File: src/rtl/bus_oe_arbiter.sv
// Round-robin output-enable arbiter for N buffer banks on one shared,
// pulled-up tri-state data bus. A bank is enabled, allowed to settle, held
// while its requester wants the bus, and then released. Every bank stays off
// for a dead-time between grants, so two banks never drive the bus together.
//
// state  | meaning
// -------+----------------------------------------------------------------
// IDLE   | bus released; arbitrate among REQ at the next edge
// SETTLE | OE_ of the owner low, waiting SETTLE cycles before VALID
// HOLD   | owner drives a settled bus; VALID high; hold counter running
// DEAD   | all OE_ high for DEAD cycles; REQ ignored
module bus_oe_arbiter #(
   parameter int N        = 4,
   parameter int SETTLE   = 1,
   parameter int DEAD     = 2,
   parameter int MAX_HOLD = 16
) (
   input  logic                 CLK,
   input  logic                 RST_,
   input  logic [N-1:0]         REQ,
   output logic [N-1:0]         GNT,
   output logic [N-1:0]         OE_,
   output logic                 VALID,
   output logic [$clog2(N)-1:0] OWNER,
   output logic                 BUSY
);

   localparam int IW = $clog2(N);
   localparam int HW = (MAX_HOLD < 1) ? 1 : $clog2(MAX_HOLD + 1);

   localparam logic [1:0] ST_IDLE   = 2'd0;
   localparam logic [1:0] ST_SETTLE = 2'd1;
   localparam logic [1:0] ST_HOLD   = 2'd2;
   localparam logic [1:0] ST_DEAD   = 2'd3;

   localparam logic [N-1:0]  ONE_HOT0   = N'(1);
   localparam logic [IW:0]   N_W        = (IW + 1)'(N);
   localparam logic [IW-1:0] LAST_IDX   = IW'(N - 1);
   localparam logic [HW-1:0] HOLD_LIMIT = HW'(MAX_HOLD);
   // First HOLD cycle counts as one; with preemption disabled the counter stays at zero.
   localparam logic [HW-1:0] HOLD_FIRST = HW'((MAX_HOLD > 0) ? 1 : 0);
   localparam logic [3:0]    SETTLE_TC  = 4'(SETTLE - 1);
   localparam logic [3:0]    DEAD_TC    = 4'(DEAD - 1);

   logic [1:0]    state;
   logic [IW-1:0] ptr;
   logic [3:0]    tmr;
   logic [HW-1:0] hold_cnt;

   logic [IW-1:0] pick;
   logic          pick_ok;
   logic [IW:0]   sum;
   logic [IW-1:0] idx;
   logic          others_waiting;
   logic          owner_req;
   logic          preempt;
   logic          release_now;

   // OE_ is the exact complement of the registered grant vector
   assign OE_ = ~GNT;

   // first requester at or after the round-robin pointer; lowest offset wins
   always_comb begin
      pick    = '0;
      pick_ok = 1'b0;
      sum     = '0;
      idx     = '0;
      for (int i = N - 1; i >= 0; i--) begin
         sum = {1'b0, ptr} + (IW + 1)'(i);
         if (sum >= N_W) begin
            sum = sum - N_W;
         end
         idx = sum[IW-1:0];
         if (REQ[idx]) begin
            pick    = idx;
            pick_ok = 1'b1;
         end
      end
   end

   // release on owner drop (SETTLE or HOLD) or on preemption after MAX_HOLD cycles
   always_comb begin
      others_waiting = |(REQ & ~GNT);
      owner_req      = REQ[OWNER];
      preempt        = (MAX_HOLD > 0) && (hold_cnt == HOLD_LIMIT) && others_waiting;
      release_now    = ((state == ST_SETTLE) && !owner_req) ||
                       ((state == ST_HOLD) && (!owner_req || preempt));
   end

   // sequencing FSM with registered outputs
   always_ff @(posedge CLK) begin
      if (!RST_) begin
         state    <= ST_IDLE;
         GNT      <= '0;
         VALID    <= 1'b0;
         BUSY     <= 1'b0;
         OWNER    <= '0;
         ptr      <= '0;
         tmr      <= '0;
         hold_cnt <= '0;
      end else if (release_now) begin
         state    <= ST_DEAD;
         GNT      <= '0;
         VALID    <= 1'b0;
         ptr      <= (OWNER == LAST_IDX) ? '0 : OWNER + 1'b1;
         tmr      <= DEAD_TC;
         hold_cnt <= '0;
      end else begin
         case (state)
            ST_IDLE: begin
               if (pick_ok) begin
                  GNT   <= ONE_HOT0 << pick;
                  OWNER <= pick;
                  BUSY  <= 1'b1;
                  if (SETTLE == 0) begin
                     state    <= ST_HOLD;
                     VALID    <= 1'b1;
                     hold_cnt <= HOLD_FIRST;
                  end else begin
                     state <= ST_SETTLE;
                     tmr   <= SETTLE_TC;
                  end
               end
            end
            ST_SETTLE: begin
               if (tmr == 4'd0) begin
                  state    <= ST_HOLD;
                  VALID    <= 1'b1;
                  hold_cnt <= HOLD_FIRST;
               end else begin
                  tmr <= tmr - 1'b1;
               end
            end
            ST_HOLD: begin
               if (hold_cnt != HOLD_LIMIT) begin
                  hold_cnt <= hold_cnt + 1'b1;
               end
            end
            ST_DEAD: begin
               if (tmr == 4'd0) begin
                  state <= ST_IDLE;
                  BUSY  <= 1'b0;
               end else begin
                  tmr <= tmr - 1'b1;
               end
            end
            default: state <= ST_IDLE;
         endcase
      end
   end

endmodule
File: config.mk
export PLATFORM = sky130hd
export DESIGN_NAME = bus_oe_arbiter
export DESIGN_NICKNAME = d
export VERILOG_FILES = /design/src/rtl/bus_oe_arbiter.sv
export SDC_FILE = /design/constraint.sdc
export NUM_CORES = 1
export LEC_CHECK = 0
export CAP_MARGIN = 20
export CORE_AREA = 4 4 55 57
export CTS_CLUSTER_DIAMETER = 120
export DETAILED_ROUTE_END_ITERATION = 7
export DIE_AREA = 0 0 59 61
export PLACE_DENSITY = 0.76
export SYNTH_ARGS = -nofsm -noshare
export SYNTH_HDL_FRONTEND = slang
export SYNTH_SLANG_ARGS = --single-unit
File: constraint.sdc
create_clock -name CLK -period 2.5 [get_ports CLK]
set_input_delay 0.5 -clock CLK [delete_from_list [all_inputs] [get_ports CLK]]
set_output_delay 0.5 -clock CLK [all_outputs]
set_load 0.005 [all_outputs]
# --- Word-level counts from Yosys, hierarchy flattened ---
# Index checks and enable logic that the tools add are counted.
word_totals:
  regBits: 21
  latchBits: 0
  ramBits: 0
  romBits: 0
  input_bits: 6
  out_inout_bits: 12
  wordCells: 110
  mem_count: 0
classes:
  n_addsub: 10
  n_mul: 0
  div: 0
  magnitude_cmp: 9
  n_eq_ne: 15
  shift: 1
  n_mux: 38
  bitwise_logic: 4
  reduce_logical: 24
op_table:
  columns: ["cell", "count"]
  rows:
  - ["$mux W2", 13]
  - ["$lt A2 B3 Y1 const B", 5]
  - ["$mux W1", 12]
  - ["$reduce_and A3 Y1", 4]
  - ["$bmux W1 S2", 5]
  - ["$mux W5", 2]
  - ["$pmux W5 S2", 1]
  - ["$ge A3 B3 Y1 const B", 3]
  - ["$ne A3 B3 Y1 const B", 3]
  - ["$mux W4", 2]
  - ["$pmux W4 S2", 1]
  - ["$reduce_and A4 Y1", 2]
  - ["$sub A2 B1 Y2 const B", 4]
  - ["$add A2 B2 Y3 const B", 2]
  - ["$eq A2 B2 Y1 const B", 3]
  - ["$ne A2 B2 Y1 const B", 3]
  - ["$pmux W2 S3", 1]
  - ["$reduce_bool A2 Y1", 3]
  - ["$add A5 B1 Y5 const B", 1]
  - ["$eq A5 B5 Y1 const B", 1]
  - ["$ne A5 B5 Y1 const B", 1]
  - ["$and A4 B4 Y4", 1]
  - ["$logic_not A4 Y1", 1]
  - ["$ne A2 B1 Y1 const B", 2]
  - ["other kinds (19)", 25]

# --- Logic depth before layout (Yosys ltp) ---
# Gate-level depths: netlist of the first run.
depth:
  word_depth: 12
  depth_mapped: 9
  ltp_nobuf: 7

# --- Least setup slack after synthesis of the first run ---
# OpenSTA, ideal clock, no wires.
synth_path:
  path_type: "reg2reg"
  from: "register state[0]"
  to: "register GNT[3]"
  setup_ps: 66
  arrival_ps: 1799
  required_time_ps: 2434
  path_slack_ps: 635
  path_stages_with_launch: 10
  path_buffers: 2
  synth_period_minus_slack_ps: 1865
  cell_sequence: "dfxtp_1 -> inv_1 -> ha_1 -> buf_4 -> nor2_2 -> a2111oi_4 -> a211oi_4 -> nand2_2 -> buf_6 -> a21oi_2"
synth_between:
  elab_chain_cells: 4
  word_cells_on_any_way: 8
  cone_classes: "eq/ne: 2; reduce/logical: 6"
synth_lines:
  columns: ["item", "line", "rtl"]
  rows:
  - ["start: declaration", "45", "logic [1:0] state;"]
  - ["start signal: assignment", "93", "state <= ST_IDLE;"]
  - ["start signal: assignment", "102", "state <= ST_DEAD;"]
  - ["start signal: assignment", "116", "state <= ST_HOLD;"]
  - ["$eq A2 B1 Y1 or $eq A2 B2 Y1 (tied branches)", "86, 87", null]
  - ["$logic_and A1 B1 Y1 (on tied branches)", "86, 87", null]
  - ["$logic_or A1 B1 Y1", "86", "release_now = ((state == ST_SETTLE) && !owner_req) ||"]
  - ["$reduce_or A2 Y1 (no source line)", null, null]
  - ["end signal: assignment", "112", "GNT <= ONE_HOT0 << pick;"]
  - ["end: declaration", "21", "output logic [N-1:0] GNT,"]
# Parallel ways exist; a longest one is shown, timed or not.
# A chain may end at the register's enable or synchronous reset.

# --- Final worst setup path of the first run ---
layout_path:
  from: "register state[0]"
  to: "register ptr[0]"
layout_between:
  elab_chain_cells: 3
  word_cells_on_any_way: 5
  cone_classes: "eq/ne: 2; reduce/logical: 3"
layout_lines:
  columns: ["item", "line", "rtl"]
  rows:
  - ["$eq A2 B1 Y1 or $eq A2 B2 Y1 (tied branches)", "86, 87", null]
  - ["$logic_and A1 B1 Y1 (on tied branches)", "86, 87", null]
  - ["$logic_or A1 B1 Y1 *", "86", null]
  - ["end signal: assignment", "105", "ptr <= (OWNER == LAST_IDX) ? '0 : OWNER + 1'b1;"]
  - ["end: declaration", "46", "logic [IW-1:0] ptr;"]
# Every way passes the cells marked *; elsewhere a longest branch is shown, timed or not.

==> results of run 1 <==
==> where the power goes <==
group	internal [mW]	switching (mW)
Clock	0.0600	0.110
Sequential	0.430	0.103
Combinational	0.455	0.547
Total	0.945	0.760
==> layer usage <==
layer  vias up  global-route usage (%)
li1        598                       -
met1       559                   20.80
met2        30                   35.17
met3         7                   2.340
met4         0                   8.091
met5         -                       0
==> cells in the mapped netlist, types with 3 or more instances <==
cell type	instances	area (sq um)
nand2b_1	6	37.54
ha_1	8	100.1
o21ai_0	8	40.04
mux2i_1	4	40.04
nand3_1	3	15.01
nor2_1	14	52.55
inv_1	15	56.30
a21oi_1	10	50.05
nand2_1	20	75.07
or3_1	3	18.77
nand3b_1	3	22.52
a21oi_2	6	52.55
dfxtp_1	21	420.4
==> critical path, delay by kind of cell, from the launching register on <==
family	cells	cell delay [ps]
flip-flops	1	380
AO/OA/AOI/OAI	2	330
adder cells (fa/ha/maj)	1	350
buffers and inverters	2	260
AND/OR/NAND/NOR	2	810
==> per-stage QoR <==
step	instance area (sq um)	power (mW)	setup WS (ps)
6_report	1565	1.705	288.4
4_1_cts	1565	1.696	299.4
3_5_place_dp	1538	1.518	127.6
5_1_grt	1565	1.839	141.4
3_3_place_gp	1538	1.484	183.1
2_1_floorplan	1311	1.206	634.7
==> how the worst max path moves through the flow <==
stage	endpoint	from	cells past startpoint	slack, ps
floorplan	GNT[3]	state[0]	9	630
global placement	VALID	REQ[0]	7	180
detailed placement	BUSY	REQ[0]	6	130
CTS	ptr[0]	state[0]	7	300
global route	ptr[0]	state[0]	7	140
finish	ptr[0]	state[0]	7	290
==> final cells by class <==
cell class / count / share of cell area (%)
Clock buffer: 3 / 1.439
Clock inverter: 1 / 0.3197
Inverter: 15 / 3.597
Multi-Input combinational cell: 117 / 52.12
Sequential cell: 21 / 26.86
Tap cell: 30 / 2.398
Timing Repair Buffer: 22 / 13.27
==> state kept, by name, indices dropped and copies added (netlist names) <==
name      count
BUSY          1
GNT           4
OWNER         2
VALID         1
hold_cnt      5
ptr           2
state         2
tmr           4
==> cell families (layout without fill, tap and decap cells) <==
| logic type | after synthesis | count (layout) | synth area share [%] |
|---|---|---|---|
| flops | 21 | 21 | 32.06 |
| fa+ha+maj | 8 | 8 | 7.634 |
| simple gates | 63 | 63 | 26.05 |
| compound gates | 41 | 41 | 24.62 |
| buf+inv | 17 | 41 | 5.725 |
| mux | 5 | 5 | 3.912 |
==> results.sh, run 1 <==
export IMPL_status="finished clean"
export IMPL_portBuffers=17
export IMPL_ctsResizeCount=0
export IMPL_synth_nets=169
export IMPL_worst_slew_pin_slew_ps=499.4
export IMPL_cts_tree="done"
export IMPL_clk_pin_slew_ps=120
export IMPL_rsz0062_at_grt="no"
export IMPL_grt_first_pass_wirelength_um=5126
export IMPL_synth_edff_count=0
export IMPL_r2r_end="ptr[0]"
export IMPL_r2r_start="state[0]"
export IMPL_path_max_fanout=10
export IMPL_r2r_slack_ps=290
export IMPL_syn2layout_area_growth_pct=19.37
export IMPL_drt_initial_drc_count=52
export IMPL_yosysSeqAreaShare_pct=32.06
export IMPL_rows=18
export IMPL_period_needed_ps=2212
export IMPL_tns_ps=0
export IMPL_clk_latency_ps=320
export IMPL_hp_start="ptr[0]"
export IMPL_die_w_um=59
export IMPL_setup_viol=0
export IMPL_yosysWarnings=0
export IMPL_r2r_cells=7
export IMPL_cts_hold_buf=0
export IMPL_hold_slack_ps=485.5
export IMPL_routed_top_layer="met4"
export IMPL_synth_area_sq_um=1311
export IMPL_ys_flop_type="dfxtp_1"
export IMPL_timing_fmax_mhz=452.2
export IMPL_ir_drop_uv=732.4
export IMPL_power_density_nw_per_um2=1089
export IMPL_min_period_over_period_pct=88.46
export IMPL_placedCellCount=205
export IMPL_gp_congestion=0.8612
export IMPL_nNetsFinal=194
export IMPL_root_buffer="clkbuf_4"
export IMPL_leakage_nw=0.5805
export IMPL_layoutNonFillerInstCount=209
export IMPL_final_common_cell="dfxtp_1"
export IMPL_drt_vias_per_instance=5.713
export IMPL_dieArea_sq_um=3599
export IMPL_vias=1194
export IMPL_met1_length_um=1301
export IMPL_cp_end_kind="flip-flop"
export IMPL_multi_input_area_sq_um=815.8
export IMPL_slowest_delay_ps=460
export IMPL_seqCellArea_sq_um=420.4
export IMPL_grt_ovfl_total=0
export IMPL_mostFrequentLayoutCells="dfxtp_1, nand2_1, clkdlybuf4s50_1"
export IMPL_htreeDepth=1
export IMPL_synthArstFlopShare_pct=0
export IMPL_required_ps=2760
export IMPL_cts_buffer_depth=2
export IMPL_finish_utilization_pct=63.18
export IMPL_io_pins=18
export IMPL_grtUsageTotal_pct=18.61
export IMPL_cts_buffers_inserted=3
export IMPL_maxSlewHeadroom_pct=66.43
export IMPL_maxCapViolations=0
export IMPL_slowest_stage="nor4_2"
export IMPL_cts_setup_buffers=0
export IMPL_critical_path_class="flip-flop to flip-flop"
export IMPL_grt_pass1_vias=1210
export IMPL_synth_avg_cell_area_sq_um=8.460
export IMPL_wire_per_inst_um=14.29
export IMPL_hpwl_um=2208
export IMPL_layout_drive_gt1_share_pct=13.41
export IMPL_grt_max_degree=13
export IMPL_met3_length_um=147
export IMPL_skew_ps=5.531
export IMPL_drt_pre_antenna_iters=4
export IMPL_ys_seq_elements=21
export IMPL_start_util_pct=52.93
export IMPL_core_sq_um=2477
export IMPL_dr_wl_met2_um=1480
export IMPL_synthCells=155
export IMPL_worstPathArrival_ps=2470
export IMPL_antenna_found_initial=0
export IMPL_synth_cell_type_count=40
export IMPL_routed_wl_um=2987
export IMPL_hold_end="ptr[0]"
export IMPL_cts_sinks=21
export IMPL_diodes=0
export IMPL_n_fill_cell=229
export IMPL_hold_depth=2
export IMPL_remaining_drc_errors=0
export IMPL_crit_top_cell="inv_1"
export IMPL_drv_slew=0
export IMPL_ant_nets=0
export IMPL_cp_start_kind="flip-flop"
export IMPL_path_cells="inv_1 -> ha_1 -> inv_1 -> nor4_2 -> a211oi_4 -> or3_1 -> a21oi_1"
export IMPL_hold_path_class="flip-flop to flip-flop"
export IMPL_die_height_um=61
export IMPL_hold_viol=0
No activity file was read; power rests on OpenSTA's default activity.
==> inputs of run 2 (changes only) <==
--- a/config.mk
+++ b/config.mk
@@ -6,11 +6,11 @@
 export NUM_CORES = 1
 export LEC_CHECK = 0
 export CAP_MARGIN = 20
-export CORE_AREA = 4 4 55 57
+export CORE_AREA = 4 4 54 56
 export CTS_CLUSTER_DIAMETER = 120
 export DETAILED_ROUTE_END_ITERATION = 7
-export DIE_AREA = 0 0 59 61
-export PLACE_DENSITY = 0.76
+export DIE_AREA = 0 0 58 60
+export PLACE_DENSITY = 0.78
 export SYNTH_ARGS = -nofsm -noshare
 export SYNTH_HDL_FRONTEND = slang
 export SYNTH_SLANG_ARGS = --single-unit
==> constraint.sdc (replaced) <==
create_clock -name CLK -period 2.6 [get_ports CLK]
set_input_delay 0.52 -clock CLK [delete_from_list [all_inputs] [get_ports CLK]]
set_output_delay 0.52 -clock CLK [all_outputs]
set_load 0.005 [all_outputs]
==> results.sh, run 2 (synthesis gave the netlist of run 1 again) <==
export IMPL_status="finished clean"
export IMPL_rsz0062_at_grt="no"
export IMPL_multi_input_area_sq_um=815.8
export IMPL_ctsResizeCount=0
export IMPL_drv_slew=0
export IMPL_maxSlewHeadroom_pct=65.97
export IMPL_cp_start_kind="flip-flop"
export IMPL_clk_latency_ps=310
export IMPL_hold_viol=0
export IMPL_grt_max_degree=14
export IMPL_gp_congestion=0.9214
export IMPL_fin_ws_ps=349.4
export IMPL_grt_first_pass_wirelength_um=4933
export IMPL_cts_buffers_inserted=3
export IMPL_cts_buffer_depth=2
export IMPL_drt_vias_per_instance=5.698
export IMPL_largest_register="hold_cnt"
export IMPL_top_regs="hold_cnt x5, GNT x4, tmr x4"
export IMPL_layout_drive_gt1_share_pct=11.43
export IMPL_worstPathArrival_ps=2480
export IMPL_hpwl_um=2229
export IMPL_period_needed_ps=2251
export IMPL_syn2layout_area_growth_pct=17.08
export IMPL_power_density_nw_per_um2=1020
export IMPL_place_ws_ps=106.0
export IMPL_vias=1168
export IMPL_cp_end_kind="flip-flop"
export IMPL_core_sq_um=2432
export IMPL_drt_initial_drc_count=33
export IMPL_portBuffers=17
export IMPL_layoutNonFillerInstCount=205
export IMPL_grt_pass1_vias=1091
export IMPL_hold_path_class="flip-flop to flip-flop"
export IMPL_min_period_over_period_pct=86.56
export IMPL_power_total_mw=1.566
export IMPL_cts_setup_buffers=0
export IMPL_timing_fmax_mhz=444.3
export IMPL_maxCapViolations=0
export IMPL_crit_buf_inv=1
export IMPL_cts_hold_buf=0
export IMPL_routed_wl_um=2786
export IMPL_worst_slew_pin_slew_ps=509.3
export IMPL_cts_tree="done"
export IMPL_die_height_um=60
export IMPL_seqCellArea_sq_um=420.4
export IMPL_nNetsFinal=190
export IMPL_wire_per_inst_um=13.59
export IMPL_hold_slack_ps=487.8
export IMPL_n_fill_cell=218
export IMPL_leakage_nw=0.5611
export IMPL_path_cells="inv_1 -> ha_1 -> nor2_2 -> a2111oi_4 -> a211oi_4 -> nand2_2 -> a211oi_1"
export IMPL_diodes=0
export IMPL_cts_sinks=21
export IMPL_largest_reg_flops=5
export IMPL_setup_viol=0
export IMPL_ant_nets=0
export IMPL_die_w_um=58
export IMPL_final_cell_area_sq_um=1535
export IMPL_antenna_found_initial=0
export IMPL_tns_ps=0
export IMPL_placedCellCount=201
export IMPL_grtUsageTotal_pct=18.28
export IMPL_htreeDepth=1
export IMPL_placed_area_sq_um=1508
export IMPL_dieArea_sq_um=3480
export IMPL_critical_path_class="flip-flop to flip-flop"
export IMPL_rows=18
export IMPL_finish_utilization_pct=63.12
export IMPL_crit_family="compound AO/OA/AOI/OAI gates"
export IMPL_start_util_pct=53.91
export IMPL_required_ps=2830
export IMPL_clk_pin_slew_ps=130
export IMPL_grt_ovfl_total=0
export IMPL_io_pins=18
export IMPL_skew_ps=6.162
export IMPL_path_max_fanout=13
export IMPL_root_buffer="clkbuf_4"
export IMPL_remaining_drc_errors=0
export IMPL_slowest_delay_ps=450
export IMPL_drt_pre_antenna_iters=4
export IMPL_final_common_cell="dfxtp_1"
export IMPL_mostFrequentLayoutCells="dfxtp_1, nand2_1, clkdlybuf4s50_1"
export IMPL_slowest_stage="a211oi_4"
export IMPL_ir_drop_uv=825.6
## run 2: changes by cell type in the layout (fill, tap and decap cells not counted), sizes merged
cell / before / now
buf: 5 / 1
## run 2: worst min-delay path, delay by kind of cell, from the launching register on
kind	cells	cell delay, ps
flops	1	350
simple gates	1	70
compound gates	1	40
## run 2: layout make-up
class | instances | area share [%]
clock buffer | 3 | 1.467
clock inverter | 1 | 0.3260
inverter | 15 | 3.667
multi-input combinational | 117 | 53.14
sequential | 21 | 27.38
tap | 30 | 2.445
timing repair buffer | 18 | 11.57
## run 2: where the power goes
part / switching (mW) / internal [mW]
Combinational: 0.490 / 0.404
Clock: 0.106 / 0.0574
Sequential: 0.0956 / 0.413
Total: 0.691 / 0.875
## run 2: path summary, 6_finish.rpt
| kind | depth (start not counted) | endpoint | slack, ps | from |
|---|---|---|---|---|
| setup / recovery | 7 | hold_cnt[0] | 350 | state[0] |
| hold / removal | 2 | VALID | 490 | VALID |
| hold reg to reg | 2 | VALID | 490 | VALID |
| setup reg to reg | 7 | hold_cnt[0] | 350 | state[0] |
## run 2: layer usage
| metal | share of wire (%) | vias to the layer above | GRT usage (%) |
|---|---|---|---|
| met5 | 0 | - | 0 |
| met4 | 1.0 | 0 | 6.291 |
| met3 | 3.7 | 4 | 2.592 |
| met2 | 48 | 20 | 30.16 |
| met1 | 47 | 552 | 24.35 |
| li1 | - | 592 | - |
==> inputs of run 3 (changes only) <==
--- a/config.mk
+++ b/config.mk
@@ -10,7 +10,8 @@
 export CTS_CLUSTER_DIAMETER = 120
 export DETAILED_ROUTE_END_ITERATION = 7
 export DIE_AREA = 0 0 58 60
-export PLACE_DENSITY = 0.78
+export PLACE_DENSITY = 0.9
+export REMOVE_ABC_BUFFERS = 1
 export SYNTH_ARGS = -nofsm -noshare
 export SYNTH_HDL_FRONTEND = slang
 export SYNTH_SLANG_ARGS = --single-unit
==> results.sh, run 3 (synthesis gave the netlist of run 1 again) <==
export IMPL_r2r_slack_ps=300
export IMPL_hpwl_um=2167
export IMPL_maxCapViolations=0
export IMPL_rsz0062_at_grt="no"
export IMPL_core_sq_um=2432
export IMPL_vias=1215
export IMPL_power_frac_comb_pct=57.7
export IMPL_slowest_stage="a211oi_4"
export IMPL_cp_end_kind="flip-flop"
export IMPL_mostFrequentLayoutCells="dfxtp_1, nand2_1, clkdlybuf4s50_1"
export IMPL_drt_pre_antenna_iters=4
export IMPL_drv_slew=0
export IMPL_worstPathArrival_ps=2490
export IMPL_grtUsageTotal_pct=18.71
export IMPL_tns_ps=0
export IMPL_pwr_share_seq_pct=32.4
export IMPL_skew_ps=4.047
export IMPL_htreeDepth=1
export IMPL_final_common_cell="dfxtp_1"
export IMPL_dieArea_sq_um=3480
export IMPL_r2r_end="BUSY"
export IMPL_hp_start="GNT[0]"
export IMPL_status="finished clean"
export IMPL_cts_buffer_depth=2
export IMPL_cts_setup_buffers=0
export IMPL_switching_share_pct=44.56
export IMPL_grt_pass1_vias=1142
export IMPL_grt_first_pass_wirelength_um=5050
export IMPL_critical_path_class="flip-flop to flip-flop"
export IMPL_cts_sinks=21
export IMPL_hold_end="GNT[0]"
export IMPL_remaining_drc_errors=0
export IMPL_ant_nets=0
export IMPL_place_ws_ps=81.92
export IMPL_drt_initial_drc_count=80
export IMPL_clk_latency_ps=300
export IMPL_n_fill_cell=197
export IMPL_placed_area_sq_um=1500
export IMPL_antenna_found_initial=0
export IMPL_crit_family="compound AO/OA/AOI/OAI gates"
export IMPL_hold_viol=0
export IMPL_power_density_nw_per_um2=1032
export IMPL_crit_buf_inv=1
export IMPL_final_cell_area_sq_um=1526
export IMPL_top_regs="hold_cnt x5, GNT x4, tmr x4"
export IMPL_slowest_delay_ps=470
export IMPL_syn2layout_area_growth_pct=16.41
export IMPL_nNetsFinal=189
export IMPL_maxSlewHeadroom_pct=54.40
export IMPL_rows=18
export IMPL_die_height_um=60
export IMPL_min_period_over_period_pct=88.40
export IMPL_diodes=0
export IMPL_r2r_cells=7
export IMPL_die_w_um=58
export IMPL_wire_per_inst_um=14.25
export IMPL_cts_buffers_inserted=3
export IMPL_ir_drop_uv=615.1
export IMPL_fin_ws_ps=301.6
export IMPL_r2r_start="state[0]"
export IMPL_path_cells="inv_1 -> ha_1 -> nor2_2 -> a2111oi_4 -> a211oi_4 -> a21oi_1 -> a311oi_1"
export IMPL_root_buffer="clkbuf_4"
export IMPL_p_int_mw=0.8734
export IMPL_timing_fmax_mhz=435.1
export IMPL_start_util_pct=53.91
export IMPL_period_needed_ps=2298
export IMPL_portBuffers=17
export IMPL_grt_max_degree=14
export IMPL_pwr_share_clk_pct=9.9
export IMPL_cp_start_kind="flip-flop"
export IMPL_ctsResizeCount=0
export IMPL_power_total_mw=1.575
export IMPL_gp_congestion=0.9243
export IMPL_switching_power_mw=0.7020
export IMPL_routed_wl_um=2907
export IMPL_hold_depth=2
export IMPL_layout_drive_gt1_share_pct=10.34
export IMPL_largest_register="hold_cnt"
export IMPL_setup_viol=0
export IMPL_clk_pin_slew_ps=110
export IMPL_required_ps=2790
export IMPL_grt_ovfl_total=0
export IMPL_largest_reg_flops=5
export IMPL_hold_path_class="flip-flop to flip-flop"
export IMPL_io_pins=18
export IMPL_path_max_fanout=10
export IMPL_cts_tree="done"
export IMPL_drt_vias_per_instance=5.956
export IMPL_cts_hold_buf=0
export IMPL_worst_slew_pin_slew_ps=679.3
export IMPL_leakage_nw=0.5534
==> run 3: cell types whose count changed in the layout (fill, tap and decap cells not counted) <==
cell      delta
clkinv_2     -1
clkbuf_1     +1
buf_4        -1
==> run 3: layer usage <==
metal  track usage, %  up-vias  part of all wire (%)
met1            22.48      563                    42
met4            6.291        0                   2.1
met5                0        -                     0
li1                 -      589                     -
met3            3.024       10                   7.8
met2            33.71       53                    49
==> run 3: worst register-to-register path, delay by kind of cell, from the launching register on <==
kind,cells,cell delay [ps]
AO/OA/AOI/OAI,4,1080
adder cells (fa/ha/maj),1,330
buffers and inverters,1,110
flip-flops,1,440
AND/OR/NAND/NOR,1,230
==> run 3: cell type report <==
class                           count  area, sq um  share of cell area (%)
Clock buffer                        4        26.28                   1.721
Inverter                           15        56.30                   3.689
Multi-Input combinational cell    117        815.8                   53.44
Timing Repair Buffer               17        170.2                   11.15
Tap cell                           30        37.54                   2.459
Sequential cell                    21        420.4                   27.54
==> run 3: how the worst max path moves through the flow <==
| stage | cells after the start | start | slack, ps | end |
|---|---|---|---|---|
| finish | 7 | state[0] | 300 | BUSY |
| global route | 7 | state[0] | 80 | hold_cnt[0] |
| CTS | 7 | state[0] | 340 | hold_cnt[0] |
| detailed placement | 6 | REQ[0] | 80 | hold_cnt[0] |
| global placement | 6 | REQ[0] | 180 | hold_cnt[0] |
| floorplan | 7 | state[0] | 690 | hold_cnt[0] |
==> run 3: power by group through the flow <==
stage | Sequential, mW | Clock [mW] | Combinational [mW]
2_1_floorplan | 0.497 | 0 | 0.648
6_report | 0.511 | 0.156 | 0.909
4_1_cts | 0.509 | 0.159 | 0.905
5_1_grt | 0.527 | 0.176 | 1.02
3_5_place_dp | 0.517 | 0 | 0.893
3_3_place_gp | 0.509 | 0 | 0.842
==> run 3: metrics by stage <==
| stage | instances | hold WS [ps] | util (%) |
|---|---|---|---|
| after global routing | 204 | 536.6 | 62.76 |
| after global placement | 200 | 457.1 | 61.68 |
| after CTS | 204 | 508.1 | 62.76 |
| final | 204 | 502.7 | 62.76 |
| after floorplan | 153 | 445.2 | - |
| after detailed placement | 200 | 471.7 | 61.68 |
